File: config.mk
export PLATFORM = sky130hd
export DESIGN_NAME = matrix_frame_driver_flat
export DESIGN_NICKNAME = d
export VERILOG_FILES = /design/src/rtl/matrix_frame_driver_if.sv /design/src/rtl/matrix_frame_driver.sv /design/src/flat_wrapper.sv
export SDC_FILE = /design/constraint.sdc
export NUM_CORES = 1
export LEC_CHECK = 0
export ABC_AREA = 1
export BUFFER_PORTS_ARGS = -buffer_cell sky130_fd_sc_hd__buf_2
export CAP_MARGIN = 30
export CORE_ASPECT_RATIO = 0.6
export CORE_MARGIN = 8
export CORE_UTILIZATION = 50
export DETAILED_ROUTE_END_ITERATION = 7
export PLACE_DENSITY_LB_ADDON = 0.1
export SETUP_SLACK_MARGIN = 0.3
export SYNTH_ARGS = -nofsm -noshare
export SYNTH_HDL_FRONTEND = slang
export SYNTH_SLANG_ARGS = --single-unit
File: constraint.sdc
create_clock -name clk -period 1.6 [get_ports clk]
set_clock_uncertainty 0.2 [all_clocks]
set_input_delay 0.08 -clock clk [delete_from_list [all_inputs] [get_ports clk]]
set_output_delay 0.08 -clock clk [all_outputs]
set_load 0.01 [all_outputs]
File: src/rtl/matrix_frame_driver_if.sv
// rtl/matrix_frame_driver_if.sv - word-set handshake between the upstream buffer and the frame driver
interface matrix_frame_driver_if #(
   parameter int CHANNEL_NUMBER = 3,
   parameter int SPI_SIZE       = 8
);
   logic [CHANNEL_NUMBER-1:0][SPI_SIZE-1:0] data_in;
   logic                                    data_valid;
   logic                                    data_ready;

   modport master (output data_in, output data_valid, input data_ready);
   modport slave  (input data_in, input data_valid, output data_ready);
endinterface

File: src/rtl/matrix_frame_driver.sv
// rtl/matrix_frame_driver.sv - walks the column chain and serialises per-column words on parallel MOSI lines
module matrix_frame_driver #(
   parameter int CHANNEL_NUMBER   = 3,
   parameter int SPI_SIZE         = 8,
   parameter int MSB_FIRST        = 1,
   parameter int WORDS_PER_COLUMN = 3,
   parameter int COLUMN_COUNT     = 16,
   parameter int CLK_DIV          = 2
) (
   input  logic                              clk,
   input  logic                              rst_n,
   input  logic                              frame_start,
   matrix_frame_driver_if.slave              s_data,
   output logic                              busy,
   output logic                              frame_done,
   output logic [$clog2(COLUMN_COUNT)-1:0]   column_index,
   output logic                              spi_clk,
   output logic [CHANNEL_NUMBER-1:0]         spi_mosi,
   output logic                              ser_clk,
   output logic                              ser_data,
   output logic                              ser_stcp,
   output logic                              ser_n_enable
);
   localparam int CNT_W  = $clog2(2 * CLK_DIV);
   localparam int BIT_W  = (SPI_SIZE > 1) ? $clog2(SPI_SIZE) : 1;
   localparam int WORD_W = (WORDS_PER_COLUMN > 1) ? $clog2(WORDS_PER_COLUMN) : 1;
   localparam int COL_W  = $clog2(COLUMN_COUNT);

   localparam logic [CNT_W-1:0]  HALF_LAST = CNT_W'(CLK_DIV - 1);
   localparam logic [CNT_W-1:0]  BIT_LAST  = CNT_W'(2 * CLK_DIV - 1);
   localparam logic [BIT_W-1:0]  BIT_END   = BIT_W'(SPI_SIZE - 1);
   localparam logic [WORD_W-1:0] WORD_END  = WORD_W'(WORDS_PER_COLUMN - 1);
   localparam logic [COL_W-1:0]  COL_END   = COL_W'(COLUMN_COUNT - 1);

   typedef enum logic [2:0] {IDLE, COL_SHIFT, COL_LATCH, LOAD, SHIFT, DONE} state_t;

   state_t                                  state_q, state_d;
   logic [CNT_W-1:0]                        cnt_q, cnt_d;
   logic [BIT_W-1:0]                        bit_q, bit_d;
   logic [WORD_W-1:0]                       word_q, word_d;
   logic [COL_W-1:0]                        col_q, col_d;
   logic [CHANNEL_NUMBER-1:0][SPI_SIZE-1:0] sreg_q, sreg_d, sreg_next;
   logic [CHANNEL_NUMBER-1:0]               mosi_q, mosi_d;
   logic spi_clk_q, spi_clk_d, ser_clk_q, ser_clk_d, ser_data_q, ser_data_d;
   logic ser_stcp_q, ser_stcp_d, ser_n_enable_q, ser_n_enable_d;
   logic data_ready_q, data_ready_d, busy_q, busy_d, frame_done_q, frame_done_d;

   always_comb begin
      state_d   = state_q;
      cnt_d     = cnt_q;
      bit_d     = bit_q;
      word_d    = word_q;
      col_d     = col_q;
      sreg_d    = sreg_q;
      mosi_d    = mosi_q;
      sreg_next = sreg_q;
      for (int ch = 0; ch < CHANNEL_NUMBER; ch++) begin
         sreg_next[ch] = (MSB_FIRST != 0) ? (sreg_q[ch] << 1) : (sreg_q[ch] >> 1);
      end

      case (state_q)
         IDLE: begin
            if (frame_start) begin
               state_d = COL_SHIFT;
               cnt_d   = '0;
               word_d  = '0;
               col_d   = '0;
            end
         end
         COL_SHIFT: begin
            if (cnt_q == BIT_LAST) begin
               state_d = COL_LATCH;
               cnt_d   = '0;
            end else begin
               cnt_d = cnt_q + CNT_W'(1);
            end
         end
         COL_LATCH: begin
            if (cnt_q == HALF_LAST) begin
               state_d = LOAD;
               cnt_d   = '0;
            end else begin
               cnt_d = cnt_q + CNT_W'(1);
            end
         end
         LOAD: begin
            // data_ready is high exactly while in LOAD, so valid alone completes the handshake
            if (s_data.data_valid) begin
               state_d = SHIFT;
               cnt_d   = '0;
               bit_d   = '0;
               sreg_d  = s_data.data_in;
               for (int ch = 0; ch < CHANNEL_NUMBER; ch++) begin
                  mosi_d[ch] = (MSB_FIRST != 0) ? s_data.data_in[ch][SPI_SIZE-1] : s_data.data_in[ch][0];
               end
            end
         end
         SHIFT: begin
            if (cnt_q != BIT_LAST) begin
               cnt_d = cnt_q + CNT_W'(1);
            end else begin
               cnt_d = '0;
               if (bit_q != BIT_END) begin
                  bit_d  = bit_q + BIT_W'(1);
                  sreg_d = sreg_next;
                  for (int ch = 0; ch < CHANNEL_NUMBER; ch++) begin
                     mosi_d[ch] = (MSB_FIRST != 0) ? sreg_next[ch][SPI_SIZE-1] : sreg_next[ch][0];
                  end
               end else if (word_q != WORD_END) begin
                  word_d  = word_q + WORD_W'(1);
                  state_d = LOAD;
               end else begin
                  word_d = '0;
                  if (col_q != COL_END) begin
                     col_d   = col_q + COL_W'(1);
                     state_d = COL_SHIFT;
                  end else begin
                     state_d = DONE;
                  end
               end
            end
         end
         DONE:    state_d = IDLE;
         default: state_d = IDLE;
      endcase

      // Outputs are decoded from the next state so every pin comes straight from a flop
      busy_d       = (state_d != IDLE);
      data_ready_d = (state_d == LOAD);
      frame_done_d = (state_d == DONE);
      spi_clk_d    = (state_d == SHIFT) && (cnt_d > HALF_LAST);
      ser_clk_d    = (state_d == COL_SHIFT) && (cnt_d > HALF_LAST);
      ser_data_d   = (state_d == COL_SHIFT) && (col_d == '0);
      ser_stcp_d   = (state_d == COL_LATCH);
      ser_n_enable_d = ser_n_enable_q;
      if (state_d == COL_SHIFT || state_d == COL_LATCH) begin
         ser_n_enable_d = 1'b1;
      end else if (state_d == LOAD) begin
         ser_n_enable_d = 1'b0;
      end
   end

   always_ff @(posedge clk or negedge rst_n) begin
      if (!rst_n) begin
         state_q        <= IDLE;
         cnt_q          <= '0;
         bit_q          <= '0;
         word_q         <= '0;
         col_q          <= '0;
         sreg_q         <= '0;
         mosi_q         <= '0;
         spi_clk_q      <= 1'b0;
         ser_clk_q      <= 1'b0;
         ser_data_q     <= 1'b0;
         ser_stcp_q     <= 1'b0;
         ser_n_enable_q <= 1'b1;
         data_ready_q   <= 1'b0;
         busy_q         <= 1'b0;
         frame_done_q   <= 1'b0;
      end else begin
         state_q        <= state_d;
         cnt_q          <= cnt_d;
         bit_q          <= bit_d;
         word_q         <= word_d;
         col_q          <= col_d;
         sreg_q         <= sreg_d;
         mosi_q         <= mosi_d;
         spi_clk_q      <= spi_clk_d;
         ser_clk_q      <= ser_clk_d;
         ser_data_q     <= ser_data_d;
         ser_stcp_q     <= ser_stcp_d;
         ser_n_enable_q <= ser_n_enable_d;
         data_ready_q   <= data_ready_d;
         busy_q         <= busy_d;
         frame_done_q   <= frame_done_d;
      end
   end

   assign s_data.data_ready = data_ready_q;
   assign busy              = busy_q;
   assign frame_done        = frame_done_q;
   assign column_index      = col_q;
   assign spi_clk           = spi_clk_q;
   assign spi_mosi          = mosi_q;
   assign ser_clk           = ser_clk_q;
   assign ser_data          = ser_data_q;
   assign ser_stcp          = ser_stcp_q;
   assign ser_n_enable      = ser_n_enable_q;
endmodule

File: src/flat_wrapper.sv
// flat-port wrapper written by rule: the top's interface ports become plain ports
module matrix_frame_driver_flat 
#(
   parameter int CHANNEL_NUMBER   = 3,
   parameter int SPI_SIZE         = 8,
   parameter int MSB_FIRST        = 1,
   parameter int WORDS_PER_COLUMN = 3,
   parameter int COLUMN_COUNT     = 16,
   parameter int CLK_DIV          = 2
)
  (clk, rst_n, frame_start, busy, frame_done, column_index, spi_clk, spi_mosi, ser_clk, ser_data, ser_stcp, ser_n_enable, s_data_data_in, s_data_data_valid, s_data_data_ready);
  matrix_frame_driver_if #(.CHANNEL_NUMBER(CHANNEL_NUMBER), .SPI_SIZE(SPI_SIZE)) s_data_i ();
  input  logic clk;
  input  logic rst_n;
  input  logic frame_start;
  output logic busy;
  output logic frame_done;
  output logic [$clog2(COLUMN_COUNT)-1:0] column_index;
  output logic spi_clk;
  output logic [CHANNEL_NUMBER-1:0] spi_mosi;
  output logic ser_clk;
  output logic ser_data;
  output logic ser_stcp;
  output logic ser_n_enable;
  input wire logic [$bits(s_data_i.data_in)-1:0] s_data_data_in;
  input wire logic [$bits(s_data_i.data_valid)-1:0] s_data_data_valid;
  output wire logic [$bits(s_data_i.data_ready)-1:0] s_data_data_ready;
  assign s_data_i.data_in = s_data_data_in;
  assign s_data_i.data_valid = s_data_data_valid;
  assign s_data_data_ready = s_data_i.data_ready;
  matrix_frame_driver #(.CHANNEL_NUMBER(CHANNEL_NUMBER), .SPI_SIZE(SPI_SIZE), .MSB_FIRST(MSB_FIRST), .WORDS_PER_COLUMN(WORDS_PER_COLUMN), .COLUMN_COUNT(COLUMN_COUNT), .CLK_DIV(CLK_DIV)) u_core (.clk(clk), .rst_n(rst_n), .frame_start(frame_start), .s_data(s_data_i), .busy(busy), .frame_done(frame_done), .column_index(column_index), .spi_clk(spi_clk), .spi_mosi(spi_mosi), .ser_clk(ser_clk), .ser_data(ser_data), .ser_stcp(ser_stcp), .ser_n_enable(ser_n_enable));
endmodule
---- Yosys cells after proc, flatten, opt, wreduce, memory -nomap -nowiden ----
Cells that the tools add are included.
word-level totals
  flip-flop bits (word level) ............. 46
  input bits .............................. 28
  logic and storage cells ................. 94
  output and inout port bits .............. 15
operators by class
  muxes and demuxes ....................... 40
  $lt $le $gt $ge ......................... 1
  equal/unequal tests ..................... 20
  reduce and logical (&&, ||, !) cells .... 12
  add/sub/neg operators ................... 4
operators with widths
  operator               count
  $mux W23               3
  $pmux W23 S2           1
  $mux W3                14
  $mux W4                5
  $mux W2                9
  $pmux W3 S5            1
  $eq A3 B2 Y1 const B   4
  $ne A2 B2 Y1 const B   6
  $pmux W3 S2            2
  $pmux W2 S5            1
  $eq A3 B3 Y1 const B   3
  $pmux W4 S2            1
  $reduce_and A4 Y1      2
  $eq A3 B1 Y1 const B   2
  $reduce_bool A2 Y1     3
  $add A2 B1 Y2 const B  2
  $add A4 B1 Y4 const B  1
  $logic_not A4 Y1       1
  $ne A4 B4 Y1 const B   1
  $pmux W2 S2            1
  $add A3 B1 Y3 const B  1
  $logic_and A1 B1 Y1    3
  $logic_not A3 Y1       1
  $ne A3 B3 Y1 const B   1
  7 further kinds        8

---- Logic depth before layout (Yosys ltp) ----
Gate-level depths: netlist of the first run.
  depth in word-level cells ............... 9
  depth in mapped cells ................... 11
  gate-level depth less buffers ........... 11

---- Least setup slack after synthesis of the first run ----
Ideal clock, no wire load.
  path kind ............................... register -> register
  start ................................... register u_core.bit_q[0]
  end ..................................... register u_core.mosi_q[0], in the netlist u_core.spi_mosi[0]
  buffers on the path ..................... 1
  library setup time ...................... 82 ps
  cell stages (with the launch flop) ...... 9
  arrival ................................. 1,476 ps
  setup slack ............................. -158 ps
  path through ............................ dfrtp_1 ha_1 ha_1 nor2_2 o21ai_4 inv_2 buf_4 nor2_1 a31oi_1
on the way
  longest elaborated chain between the ends .. 3
ends and longest elaborated chain
  item                                line                        source
  start: declaration                  matrix_frame_driver.sv:39   logic [BIT_W-1:0] bit_q, bit_d;
  start signal: assignment            matrix_frame_driver.sv:163  bit_q <= bit_d;
  $ne A3 B3 Y1                        matrix_frame_driver.sv:103  if (bit_q != BIT_END) begin
  $ne A2 B1 Y1 (no source line)       --
  $reduce_and A4 Y1 (no source line)  --
  end signal: assignment              matrix_frame_driver.sv:167  mosi_q <= mosi_d;
  end: declaration                    matrix_frame_driver.sv:43   logic [CHANNEL_NUMBER-1:0] mosi_q, mosi_d;
No other way between the ends.
A chain may end at the register's enable or synchronous reset.

---- Final worst setup path of the first run ----
  start ................................... register u_core.bit_q[1]
  end ..................................... register u_core.ser_data_q, in the netlist u_core.ser_data
on the way
  longest elaborated chain between the ends .. 6
  elaborated cells between the ends (all ways) .. 10
  classes of those cells .................. eq/ne (2); mux (6); reduce/logical (2)
ends and longest elaborated chain
  item                                              line                        source
  $ne A3 B3 Y1 (*)                                  matrix_frame_driver.sv:103
  $mux W3 or $mux W4 (tied branches)                matrix_frame_driver.sv:103
  $mux W3 or $mux W4 (tied branches)                matrix_frame_driver.sv:99   if (cnt_q != BIT_LAST) begin
  $pmux W3 S5 or $pmux W4 S2 (tied branches)        matrix_frame_driver.sv:61   case (state_q)
  $eq A3 B1 Y1 or $logic_not A4 Y1 (tied branches)  matrix_frame_driver.sv:133  ser_data_d = (state_d == COL_SHIFT) && (col_d == '0);
  $logic_and A1 B1 Y1 (*)                           matrix_frame_driver.sv:133
  named net u_core.ser_data_d                       matrix_frame_driver.sv:44   logic spi_clk_q, spi_clk_d, ser_clk_q, ser_clk_d, ser_data_q, ser_data_d;
  end signal: assignment                            matrix_frame_driver.sv:170  ser_data_q <= ser_data_d;
  end: declaration                                  matrix_frame_driver.sv:44
Mark *: on every way through the listed nets, which the timed path passes. The rest lies on a longest branch.

==> impl_metrics.toml, run 1 <==
[drt]
wl_um = 6752
first_pass_iters = 4
ant_nets = 0
drcViolationCount = 0
avgRoutedWirePerCell_um = 15.04
num_vias = 2218
avgViaCountPerCell = 4.940
drt_iter0_markers = 114

[clock_tree]
cts.htree.levels = 2
path_clk_slew_ns = 0.09
clock_path_buffers = 2
root_buffer = "clkbuf_8"
cts_buffers = 5
cts.sinks = 46
cts_hold_buf = 25
clk-insertion-delay-late_ns = 0.31
tritoncts = "built"

[placement]
dp_hpwl_um = 4216
dp.cells = 408
dpl_cell_area_um2 = 3008
portBuffers = 42
place.gp.congestion = 0.8298

[timing]
tightestPinTransition_ns = 0.3378
max_freq_mhz = 559.5
whs_ns = -0.07331
finalMaxSlewViolations = 0
hold_viol = 2
slew_headroom_pct = 77.48
rsz0062_at_grt = "yes"
min_period_ns = 1.787
fin_crit_sh_pct = 111.7
setup_ws_ns = -0.1872
setup_viol = 40

[synth]
synth_top_area_share_pct = 45.48
seq_area_frac_synth_pct = 46.54
synth_flop_cell = "dfrtp_1"
yosysTopAreaCell = "dfrtp_1"
async_flop_share_pct = 100.0
netlist_area_um2 = 2476
ys_warn_count = 0
netlist_top_cells_area = "dfrtp_1 (45%), nand2_1 (9.4%), inv_1 (5.5%)"
synth-edff-count = 0
syn-num-nets = 319
ys_types = 31
syn_avg_cell_area_um2 = 8.719
ys_seq_elements = 46
postSynthCellCount = 284

[cells_and_area]
final_nets = 420
n_fill_cell = 314
fin_cells = 449
layout-drive-gt1-share_pct = 44.30
postLayoutCoreUtil_pct = 79.08
n_antenna_cell = 0
mostFrequentLayoutCells = "nand2_1 (51), dfrtp_1 (44), buf_2 (42), inv_1 (34)"
stdcell_area_um2 = 3685
layout_commonest_cell = "nand2_1"
syn_to_final_growth_pct = 48.81

[setup_path]
crit_buf_inv = 0
path_delay_family = "simple AND/OR/NAND/NOR gates"
cp_slowest_cell = "dfrtp_1"
critical_path_arrival_ns = 1.83
worstSetupPathType = "reg2reg"
worst_path_largest_cell_delay_ns = 0.40
crit_fanout = 5
path_cells = "ha_4 -> ha_4 -> nand2_8 -> nor2_4 -> nand2_1 -> nand2_1 -> nand3_2 -> a21boi_2 -> nand3_1 -> nor2_1"
critPathLaunchType = "register"
required_ns = 1.64
end_kind = "register"

[die]
rows = 19
die_w_um = 106.9
ios = 43
die_area_um2 = 7534
start_util_pct = 53.14
core_area_um2 = 4659
die_y_um = 70.51

[status]
violations = "negative hold slack, negative setup slack"
outcome = "finished with violations"

[global_route]
antenna_found_initial = 0
overflow = 0
grt_max_degree = 26
track_usage_pct = 18.17
grt_pass1_vias = 2284
grt_pass1_wl_um = 11090

[power_and_ir_drop]
seqPwrFrac_pct = 33.7
p_leak_nw = 1.761
combinationalPowerShare_pct = 52.3
switching_share_pct = 41.73
max-vdd-ir-drop_v = 0.0009367
finalPower_mw = 5.789
p_int_mw = 3.373
p_switching_mw = 2.416
clockPowerShare_pct = 14.0
power_density_nw_per_um2 = 1571

[run]
max-cap-violations = 0

[hold_path]
hp-class = "in2reg"
what timing repair did:
item	4_1_cts	5_1_grt
endpoints found under the setup margin	46	46
pin swaps	6	9
hold endpoints to repair	72	2
setup buffers	3	4
gates resized for setup	24	39
gates cloned	1	0
worst reg2reg max path, delay by kind of cell (launching register included):
kind,cells,cell delay (ns)
simple gates,7,0.62
compound gates,1,0.14
fa+ha+maj,2,0.36
flops,1,0.40
cell type report:
class,instances,area [um2],area share [%]
multi-input combinational,185,1336,36.26
sequential,46,1154,31.31
timing repair buffer,104,834.6,22.65
inverter,43,176.4,4.788
clock buffer,7,96.34,2.615
tap,63,78.83,2.139
clock inverter,1,8.758,0.2377
registers in the layout, summed over array words and instances (netlist names):
name / cells
u_core.column_index: 4
u_core.busy: 1
u_core.word_q: 2
u_core.spi_clk: 1
u_core.frame_done: 1
u_core.ser_stcp: 1
u_core.bit_q: 3
u_core.ser_n_enable: 1
u_core.ser_clk: 1
u_core.sreg_next: 21
u_core.spi_mosi: 3
u_core.s_data.data_ready: 1
u_core.cnt_q: 2
u_core.ser_data: 1
u_core.state_q: 3
cell families (layout without fill, tap and decap cells):
logic type                 after synthesis  in the layout  synth area share [%]
AOI/OAI and AO/OA                       51             51                 14.05
DFF                                     46             46                 46.54
buffers and inverters                   53            155                 10.97
and+or+nand+nor                        127            127                 24.91
adders and majority gates                7              7                 3.537
synth_stat cells, types with 3 or more instances:
library cell   n
inv_1         36
nor2_1        21
inv_2          6
nand2_1       62
nand2_2        5
a21oi_1        5
dfrtp_1       45
nor2_4         5
buf_2          4
ha_1           7
nand3_1       22
nand2_4        3
o211ai_2       8
o21ai_0        7
a31oi_1        9
o21ai_1       16
nand3_2        3
final timing paths:
kind / from / to / slack, ns / depth (start not counted)
min in group asynchronous: rst_n / u_core.column_index[2]$_DFF_PN0_ / 0.13 / 3
max reg2reg: u_core.bit_q[1]$_DFFE_PN0P_ / u_core.ser_data$_DFF_PN0_ / -0.19 / 10
max: u_core.bit_q[1]$_DFFE_PN0P_ / u_core.ser_data$_DFF_PN0_ / -0.19 / 10
min: frame_start / u_core.column_index[1]$_DFF_PN0_ / -0.07 / 4
max in group asynchronous: rst_n / u_core.ser_n_enable$_DFFE_PN1P_ / 0.77 / 3
min reg2reg: u_core.ser_n_enable$_DFFE_PN1P_ / u_core.ser_n_enable$_DFFE_PN1P_ / 0.31 / 2
metrics by stage:
step	setup TNS, ns	hold WS, ns	worst slack [ns]
floorplan	-0.8849	-0.4156	-0.06388
global placement	-1.808	-0.1127	-0.09852
detailed placement	-2.721	-0.1100	-0.1619
CTS	-3.480	-0.02825	-0.1308
global route	-8.250	-0.07422	-0.2854
finish	-5.251	-0.07331	-0.1872
power by group through the flow:
stage | clock network (mW) | logic, mW | registers (mW)
6_report | 0.811 | 3.03 | 1.95
5_1_grt | 0.869 | 3.34 | 2.00
4_1_cts | 0.808 | 2.66 | 1.91
3_5_place_dp | 0 | 2.33 | 1.91
3_3_place_gp | 0 | 2.29 | 1.91
2_1_floorplan | 0 | 1.53 | 1.95
routing by layer:
metal	track usage, %	vias up	wire (um)
li1	-	1128	-
met1	24.95	1038	3304
met2	27.93	42	3063
met3	4.670	10	299
met4	4.186	0	85
met5	0	-	0
(Power assumes the default switching activity.)
==> inputs of run 2 (changes only) <==
BUFFER_PORTS_ARGS = default   (was -buffer_cell sky130_fd_sc_hd__buf_2)
CORE_UTILIZATION = 57   (was 50)
DONT_BUFFER_PORTS = 1   (was default)
==> run 2 against run 1 <==
Effect of this change:
- the flow still finishes with violations (negative hold slack, negative setup slack)
- combinational power barely moved
- worst hold slack worse by 0.67 ns
- maximum frequency shrank 2.8%
- global-route usage is 2.0 points higher
- non-clock buffer count fell by 24
- die area decreased by 10%
- critical path type unchanged
- critical endpoint is now u_core.sreg_next[6]$_DFFE_PN0P_
- largest power group unchanged
==> impl_metrics.toml, run 2 (synthesis gave the netlist of run 1 again) <==
[cells_and_area]
multiInputGateArea_um2 = 1256
stdcell_area_um2 = 3577
fin_cells = 422
mostFrequentLayoutCells = "nand2_1 (56), dfrtp_1 (42), buf_4 (41), inv_1 (34), dlygate4sd3_1 (26)"
n_fill_cell = 219
syn_to_final_growth_pct = 44.47
layout-drive-gt1-share_pct = 37.02
largest_reg_flops = 21
postLayoutCoreUtil_pct = 86.32
regArea_um2 = 1156
layout_commonest_cell = "nand2_1"
n_antenna_cell = 0
final_nets = 396

[timing]
slew_headroom_pct = 82.99
tightestPinTransition_ns = 0.2551
hold_viol = 46
fin_setup_tns_ns = -5.799
min_period_ns = 1.838
whs_ns = -0.7448
fin_crit_sh_pct = 114.9
rsz0062_at_grt = "yes"
setup_viol = 42
setup_ws_ns = -0.2379
finalMaxSlewViolations = 0
max_freq_mhz = 544.1

[die]
core_area_um2 = 4144
die_w_um = 101.1
rows = 18
die_area_um2 = 6779
ios = 43
start_util_pct = 59.75
die_y_um = 67.06

[setup_path]
critical_path_arrival_ns = 1.82
timing.rr.start = "u_core.state_q[0]$_DFF_PN0_"
worstSetupPathType = "reg2reg"
r2r-end = "u_core.sreg_next[6]$_DFFE_PN0P_"
reg2reg_slack_ns = -0.24
critPathLaunchType = "register"
required_ns = 1.58
crit_fanout = 6
end_kind = "register"
r2r_cells = 9

[placement]
place_ws_ns = -0.1630
dp.cells = 364
dpl_cell_area_um2 = 2801
portBuffers = 0
place.gp.congestion = 0.8607
dp_hpwl_um = 4032

[drt]
drt_iter0_markers = 159
num_vias = 2273
avgViaCountPerCell = 5.386
first_pass_iters = 5
drcViolationCount = 0
ant_nets = 0
avgRoutedWirePerCell_um = 17.47
wl_um = 7373

[run]
max-cap-violations = 0

[clock_tree]
tritoncts = "built"
clock_path_buffers = 2
cts.htree.levels = 2
cts_buffers = 5
clk-insertion-delay-late_ns = 0.30
path_clk_slew_ns = 0.10
root_buffer = "clkbuf_8"
cts_hold_buf = 26
cts.sinks = 46

[status]
outcome = "finished with violations"
violations = "negative hold slack, negative setup slack"

[global_route]
use_met3_pct = 7.173
antenna_found_initial = 0
grt.busiest_layer = "met2"
overflow = 0
grt_pass1_wl_um = 10710
grt_max_degree = 47
met2_usage_pct = 31.65
track_usage_pct = 20.16
grt_use_met1_pct = 26.23
grt_pass1_vias = 2191

[hold_path]
hp-class = "in2async"

[power_and_ir_drop]
max-vdd-ir-drop_v = 0.001258
power_density_nw_per_um2 = 1626
finalPower_mw = 5.817
p_leak_nw = 1.675
[run 2: cell count changes in the layout (fill, tap and decap cells not counted), sizes merged]
cell,previous run,this run
clkbuf,7,5
clkinvlp,0,2
bufbuf,0,1
buf,79,53
dlygate4sd3,25,26
[run 2: worst max path at each step]
| stage | from | end | slack (ns) | cells after the start |
|---|---|---|---|---|
| 6_report | u_core.state_q[0]$_DFF_PN0_ | u_core.sreg_next[6]$_DFFE_PN0P_ | -0.24 | 9 |
| 5_1_grt | u_core.state_q[1]$_DFF_PN0_ | u_core.sreg_next[10]$_DFFE_PN0P_ | -0.30 | 8 |
| 4_1_cts | u_core.bit_q[0]$_DFFE_PN0P_ | u_core.ser_data$_DFF_PN0_ | -0.15 | 10 |
| 3_5_place_dp | u_core.bit_q[1]$_DFFE_PN0P_ | u_core.ser_data$_DFF_PN0_ | -0.16 | 10 |
| 3_3_place_gp | u_core.bit_q[1]$_DFFE_PN0P_ | u_core.ser_data$_DFF_PN0_ | -0.11 | 10 |
| 2_1_floorplan | u_core.cnt_q[1]$_DFF_PN0_ | u_core.sreg_next[10]$_DFFE_PN0P_ | -0.06 | 8 |
[run 2: power breakdown]
group / switching [mW] / leakage (nW) / internal (mW)
Combinational: 1.65 / 1.06 / 1.37
Sequential: 0.376 / 0.570 / 1.66
Clock: 0.447 / 0.0408 / 0.313
Total: 2.47 / 1.67 / 3.34
[run 2: per-layer routing]
layer | vias up | routed length [um]
met3 | 10 | 641
met5 | - | 0
met4 | 0 | 75
met1 | 1104 | 3194
met2 | 87 | 3461
li1 | 1072 | -
[run 2: layout make-up]
type | instances | area share (%)
repair buffers | 80 | 22.81
well taps | 60 | 2.099
multi-input cells | 185 | 35.12
flip-flops and latches | 46 | 32.32
inverters | 43 | 5.072
clock buffers | 5 | 1.924
clock inverters | 3 | 0.6646
[run 2: worst max-delay path, cell delays in order (launching register included)]
cell and delay, ns:
dfrtp_2 0.45, buf_4 0.15, nand4_1 0.15, nand2_2 0.11, o21ai_4 0.10, inv_4 0.09
buf_12 0.13, buf_12 0.13, o211ai_1 0.10, o21ai_1 0.11
[run 2: what timing repair did]
item	in CTS	in global routing
endpoints found under the setup margin	46	46
pin swaps	11	12
gates resized for setup	20	26
cloned	3	0
setup buffers	10	11
hold endpoints to repair	77	46
